`src/rtl/vram_arbiter.sv`:
```
// VRAM arbiter: one video fetch slot per 8-dot character (phase 6) and CPU request/ack access in every other cycle.
// Optional: define VRAM_ARB_BLANK_SKIP_EN to let the CPU take the video slot while vdp_visible=0.
module vram_arbiter #(
  parameter int AW = 16
) (
  input  logic          clk,
  input  logic          reset,
  input  logic [2:0]    dot,
  input  logic          vdp_visible,
  input  logic [AW-1:0] vdp_addr,
  output logic [7:0]    vdp_data,
  input  logic          cpu_req,
  input  logic          cpu_we,
  input  logic [AW-1:0] cpu_addr,
  input  logic [7:0]    cpu_wdata,
  output logic          cpu_ack,
  output logic [7:0]    cpu_rdata,
  output logic [AW-1:0] ram_addr,
  output logic          ram_we,
  output logic [7:0]    ram_wdata,
  input  logic [7:0]    ram_rdata
);

  // state    | meaning
  // ST_IDLE  | no CPU access in flight, waiting for cpu_req
  // ST_SLOT  | CPU command is on the RAM pins
  // ST_WAIT  | RAM read data valid, capture it and raise ack
  // ST_ACK   | cpu_ack high for this single cycle
  typedef enum logic [1:0] {ST_IDLE, ST_SLOT, ST_WAIT, ST_ACK} state_t;

  state_t        state_q, state_d;
  logic [AW-1:0] ram_addr_q, ram_addr_d;
  logic          ram_we_q, ram_we_d;
  logic [7:0]    ram_wdata_q, ram_wdata_d;
  logic          cpu_ack_q, cpu_ack_d;
  logic [7:0]    cpu_rdata_q, cpu_rdata_d;
  logic [7:0]    vdp_data_q, vdp_data_d;
  logic          op_we_q, op_we_d;
  logic          vid_fetch_q, vid_fetch_d;
  logic          vid_take;

`ifdef VRAM_ARB_BLANK_SKIP_EN
  assign vid_take = (dot == 3'd5) && vdp_visible;
`else
  logic unused_visible;
  assign unused_visible = vdp_visible;
  assign vid_take       = (dot == 3'd5);
`endif

  always_ff @(posedge clk or negedge reset) begin
    if (!reset) begin
      state_q     <= ST_IDLE;
      ram_addr_q  <= '0;
      ram_we_q    <= 1'b0;
      ram_wdata_q <= 8'h00;
      cpu_ack_q   <= 1'b0;
      cpu_rdata_q <= 8'h00;
      vdp_data_q  <= 8'h00;
      op_we_q     <= 1'b0;
      vid_fetch_q <= 1'b0;
    end else begin
      state_q     <= state_d;
      ram_addr_q  <= ram_addr_d;
      ram_we_q    <= ram_we_d;
      ram_wdata_q <= ram_wdata_d;
      cpu_ack_q   <= cpu_ack_d;
      cpu_rdata_q <= cpu_rdata_d;
      vdp_data_q  <= vdp_data_d;
      op_we_q     <= op_we_d;
      vid_fetch_q <= vid_fetch_d;
    end
  end

  always_comb begin
    state_d     = state_q;
    ram_addr_d  = ram_addr_q;
    ram_we_d    = 1'b0;
    ram_wdata_d = ram_wdata_q;
    cpu_ack_d   = 1'b0;
    cpu_rdata_d = cpu_rdata_q;
    vdp_data_d  = vdp_data_q;
    op_we_d     = op_we_q;
    vid_fetch_d = vid_fetch_q;

    // Remember whether the phase-6 slot fetched video, so phase 7 knows what to load.
    if (dot == 3'd5) begin
      vid_fetch_d = vid_take;
    end
    if (vid_take) begin
      ram_addr_d = vdp_addr;
    end
    if (dot == 3'd7) begin
      vdp_data_d = vid_fetch_q ? ram_rdata : 8'h00;
    end

    case (state_q)
      ST_IDLE: begin
        if (cpu_req && !vid_take) begin
          ram_addr_d  = cpu_addr;
          ram_we_d    = cpu_we;
          ram_wdata_d = cpu_wdata;
          op_we_d     = cpu_we;
          state_d     = ST_SLOT;
        end
      end
      ST_SLOT: state_d = ST_WAIT;
      ST_WAIT: begin
        if (!op_we_q) begin
          cpu_rdata_d = ram_rdata;
        end
        cpu_ack_d = 1'b1;
        state_d   = ST_ACK;
      end
      ST_ACK:  state_d = ST_IDLE;
      default: state_d = ST_IDLE;
    endcase
  end

  assign vdp_data  = vdp_data_q;
  assign cpu_ack   = cpu_ack_q;
  assign cpu_rdata = cpu_rdata_q;
  assign ram_addr  = ram_addr_q;
  assign ram_we    = ram_we_q;
  assign ram_wdata = ram_wdata_q;

endmodule

```
`config.mk`:
```
export PLATFORM = sky130hd
export DESIGN_NAME = vram_arbiter
export DESIGN_NICKNAME = d
export VERILOG_FILES = /design/src/rtl/vram_arbiter.sv
export SDC_FILE = /design/constraint.sdc
export NUM_CORES = 1
export LEC_CHECK = 0
export CAP_MARGIN = 0
export CORE_MARGIN = 5
export CORE_UTILIZATION = 45
export DETAILED_ROUTE_END_ITERATION = 7
export DONT_BUFFER_PORTS = 1
export PLACE_DENSITY_LB_ADDON = 0.15
export SLEW_MARGIN = 0
export SYNTH_ARGS = -nofsm -noshare
export SYNTH_HDL_FRONTEND = slang
export SYNTH_SLANG_ARGS = --single-unit
export TNS_END_PERCENT = 50
```
`constraint.sdc`:
```
create_clock -name clk -period 1.6 [get_ports clk]
set_clock_uncertainty 0.05 [all_clocks]
set_input_delay 0.16 -clock clk [delete_from_list [all_inputs] [get_ports clk]]
set_output_delay 0.16 -clock clk [all_outputs]
set_load 0.01 [all_outputs]
```
After elaboration in Yosys (flattened, before gate mapping)
Cells that the tools add are included.
Cells by class
  muxes and demuxes: 9
  bitwise logic cells: 1
  reductions and logical operators: 5
  equal/unequal tests: 6
Operator list (number)
  16-bit 2-to-1 mux: 3
  8-bit 2-to-1 mux: 1
  2-bit one-hot mux with 4 select lines: 1
  3-bit == test, second input constant: 2
  2-bit == test, second input constant: 2
  2-bit AND reduction: 2
  1-bit 2-to-1 mux: 3
  2-bit by 1-bit == test with 1-bit output, second input constant: 1
  2-bit logical NOT: 1
  2-bit 2-to-1 mux: 1
  2-bit inequality test, second input constant: 1
  1-bit logical AND: 1
  1-bit logical NOT: 1
  1-bit NOT: 1
Storage, ports and cells
  output and inout bits: 42
  word-level logic and storage cells: 30
  bits of input ports: 56
  flip-flop bits (word level): 46

Logic depth before layout (Yosys ltp)
  word-level depth: 5
  depth in mapped cells: 6
  gate-level depth less buffers: 5

Worst setup path before layout
Ideal clock, no wire load.
  path kind: register -> register
  start point: reg state_q[0]
  end point: reg op_we_q
  arrival: 1.320 ns
  stages on the path, launching flop included: 7
  data required time: 1.425 ns
  library setup time: 0.125 ns
  setup slack: 0.104 ns
  clock period less this slack: 1.496 ns
  buffers on the path: 1
  cells stage by stage: dfrtp_1 > inv_1 > ha_1 > nand2_4 > nor2b_4 > buf_6 > mux2_4
On the way
  longest elaborated chain between the ends: 2
Ends and longest elaborated chain
  start, declared: RTL line 31  | state_t state_q, state_d;
  start signal, assigned: RTL line 62  | state_q <= state_d;
  2-bit logical NOT: RTL line 96  | case (state_q)
  2-bit AND reduction (no line)
  end signal, assigned: RTL line 69  | op_we_q <= op_we_d;
  end, declared: RTL line 38  | logic op_we_q, op_we_d;
Every way passes these cells.
A chain may end at the register's enable or synchronous reset.

Final worst setup path
  start point: reg state_q[0]
  end point: reg ram_wdata_q[0] (netlist: ram_wdata[0])
On the way
  longest elaborated chain between the ends: 2
Ends and longest elaborated chain
  2-bit logical NOT: RTL line 96
  2-bit AND reduction (no line)
  end signal, assigned: RTL line 65  | ram_wdata_q <= ram_wdata_d;
  end, declared: RTL line 34  | logic [7:0] ram_wdata_q, ram_wdata_d;
Every way passes these cells.

==> results.cfg <==
[run_status]
status = finished, final reports clean

[critical_path]
crit_fanout = 10
slowest_stage = dfrtp_1
endpoint_kind = flip-flop
r2r_cells = 6
regToRegEndpoint = ram_wdata[0]
cp.required_ns = 1.72
critPathKind = flip-flop to flip-flop
startpoint_type = flip-flop
arrival_ns = 1.64
crit_buf_inv = 2
r2r-start = state_q[0]
path_delay_family = flip-flops
reg2reg_slack_ns = 0.09
crit_chain = inv_1, ha_2, nand2_4, nor2b_4, buf_12, mux2_4
critical_path.max_stage_delay_ns = 0.36

[synthesis]
yosys_most_used_dff = dfrtp_1
yosys_warnings = 0
ys_ff_latch = 46
ys_seq_area_share_pct = 58.6
ys_types = 22
avgSynthCellArea_sq_um = 12.4
syn_inst = 159
synth-edff-count = 0
ys_async_sr_fraction_pct = 100
syn-num-nets = 218
syn_area_sq_um = 1970

[cells_and_area]
drive_above_1_share_pct = 17.3
layout.nets = 255
final_util_pct = 58.0
ff_latch_area_sq_um = 1150
finalInstanceArea_sq_um = 2490
fillers = 364
diodes = 0
multi_input_area_sq_um = 769
areaGrowthSynthToFinish_pct = 26.7
layout.cells.non_filler = 249

[clock_tree]
cts_root_buffer = clkbuf_8
cts_buffer_depth = 2
clk_pin_slew_ns = 0.08
clock_latency_ns = 0.29
clock_sinks = 46
htreeDepth = 2
cts_tree = done
numCtsBuffers = 5

[worst_hold_path]
hp-class = input port to flip-flop
hp-start = cpu_addr[8]
hold-path-endpoint = ram_addr[8]
hold_depth = 2

[grt]
grt_pass1_vias = 1410
grt_max_degree = 47
track_usage_pct = 15.3
grt_pass1_wl_um = 7040
antenna_found_initial = 0
grt.overflow.total = 0

[sta]
hold_violations = 0
finalSetupViolCount = 0
drv_slew = 0
finalCriticalPeriod_ns = 1.51
holdWs_ns = 0.0350
rsz0062_at_grt = false
relSlewSlack_pct = 65.9
worst_pin_slew_ns = 0.510
tns_ns = 0
fmax_ghz = 0.661
finalCritPeriodShare_pct = 94.6

[drt]
routed_wl_um = 4390
drt-vias-per-instance = 5.25
drt_first_pass_iters = 4
postRouteAntennaNets = 0
drt_iter0_drc = 49
vias = 1307
route.detailed.drc = 0
avgRoutedWirePerCell_um = 17.6

[floorplan]
num_rows = 24
dieHeight_um = 76.1
die_w_um = 76.1
initial_core_util_pct = 45.8
dieArea_sq_um = 5790
coreArea_sq_um = 4290
io_pins = 98

[placed_design]
placed_cells = 206
portBuffers = 0
post-dp-hpwl_um = 2920
place_congestion = 0.720
place_area_sq_um = 2020

[run]
drv_cap = 0

[power_and_ir_drop]
p_per_area_nw_per_um2 = 1650
ir_drop_mv = 0.851
power_leakage_nw = 1.20
[registers in the layout, summed over array words and instances, names as in the netlist]
signal,count
cpu_ack,1
cpu_rdata,8
op_we_q,1
ram_addr,16
ram_wdata,8
ram_we,1
state_q,2
vdp_data,8
vid_fetch_q,1
[cell usage after synthesis, drive strengths merged (2+ instances only)]
library cell,n,share of area (%)
mux2,18,12
nor2,17,3.2
dfrtp,46,59
a21oi,16,4.1
ha,3,1.9
nand2,17,3.6
mux2i,17,8.7
inv,2,0.38
o21ai,8,2.0
nand2b,2,0.64
clkbuf,5,0.95
buf,3,1.2
[how the worst max path moves through the flow]
stage / end / from / cells past startpoint
after floorplan: op_we_q / state_q[0] / 6
after global placement: cpu_rdata[1] / state_q[0] / 4
after detailed placement: ram_addr[0] / state_q[1] / 6
after CTS: ram_addr[0] / state_q[1] / 6
after global routing: ram_wdata[1] / state_q[1] / 6
final: ram_wdata[0] / state_q[0] / 6
[timing repair]
action | CTS | global route
hold buffers | 35 | 0
resized for setup | 0 | 3
setup endpoints to repair | 0 | 23
buffers inserted | 0 | 0
hold endpoints to repair | 88 | 0
[area by class of cell]
type	instances	area share [%]
Clock buffer	5	2.76
Tap cell	52	2.61
Sequential cell	46	46.2
Timing Repair Buffer	38	16.3
Clock inverter	3	0.854
Multi-Input combinational cell	103	30.9
Inverter	2	0.302
[kinds of logic (layout without fill, tap and decap cells)]
family | Yosys count | in the layout | share of synthesized area, %
flops | 46 | 46 | 58.6
simple gates | 40 | 40 | 9.80
fa+ha+maj | 3 | 3 | 1.91
mux | 35 | 35 | 20.7
compound gates | 25 | 25 | 6.49
buf+inv | 10 | 48 | 2.55
[stage by stage]
step                      total power (W)  setup slack, ns
final                             0.00410           0.0863
after global routing              0.00437          0.00409
after CTS                         0.00414           0.0436
after detailed placement          0.00335           0.0554
after global placement            0.00327            0.110
after floorplan                   0.00307            0.104
[where the power goes]
group | internal, W | total [W] | switching [W]
logic | 0.000710 | 0.00119 | 0.000476
clock network | 0.000306 | 0.000668 | 0.000361
registers | 0.00167 | 0.00225 | 0.000580
[routing by layer]
| metal | global-route usage (%) | share of wire (%) | up-vias | wire (um) |
|---|---|---|---|---|
| met5 | 0 | 0 | - | 0 |
| met4 | 5.94 | 2.5 | 0 | 111 |
| met3 | 6.86 | 8.4 | 12 | 369 |
| met2 | 27.6 | 54 | 57 | 2360 |
| met1 | 15.3 | 35 | 626 | 1550 |
| li1 | - | - | 612 | - |
[cell usage in the layout (no fill, tap or decap)]
cell type and instances:
dfrtp_1 46, dlygate4sd3_1 34, mux2i_1 17, nor2_1 17, a21oi_1 16, nand2_1 16, mux2_4 9, mux2_2 8
o21ai_0 8, clkbuf_8 5, inv_1 2, ha_1 2, nand3b_4 1, nand2_4 1, nor2b_4 1, and2_1 1
nand2b_2 1, mux2_1 1, nand3_1 1, a21boi_1 1, nand2b_1 1, ha_2 1, clkinvlp_4 1, clkinv_4 1
clkinv_2 1, buf_16 1, buf_12 1, buf_6 1, buf_4 1
No activity file was read; power rests on OpenSTA's default activity.
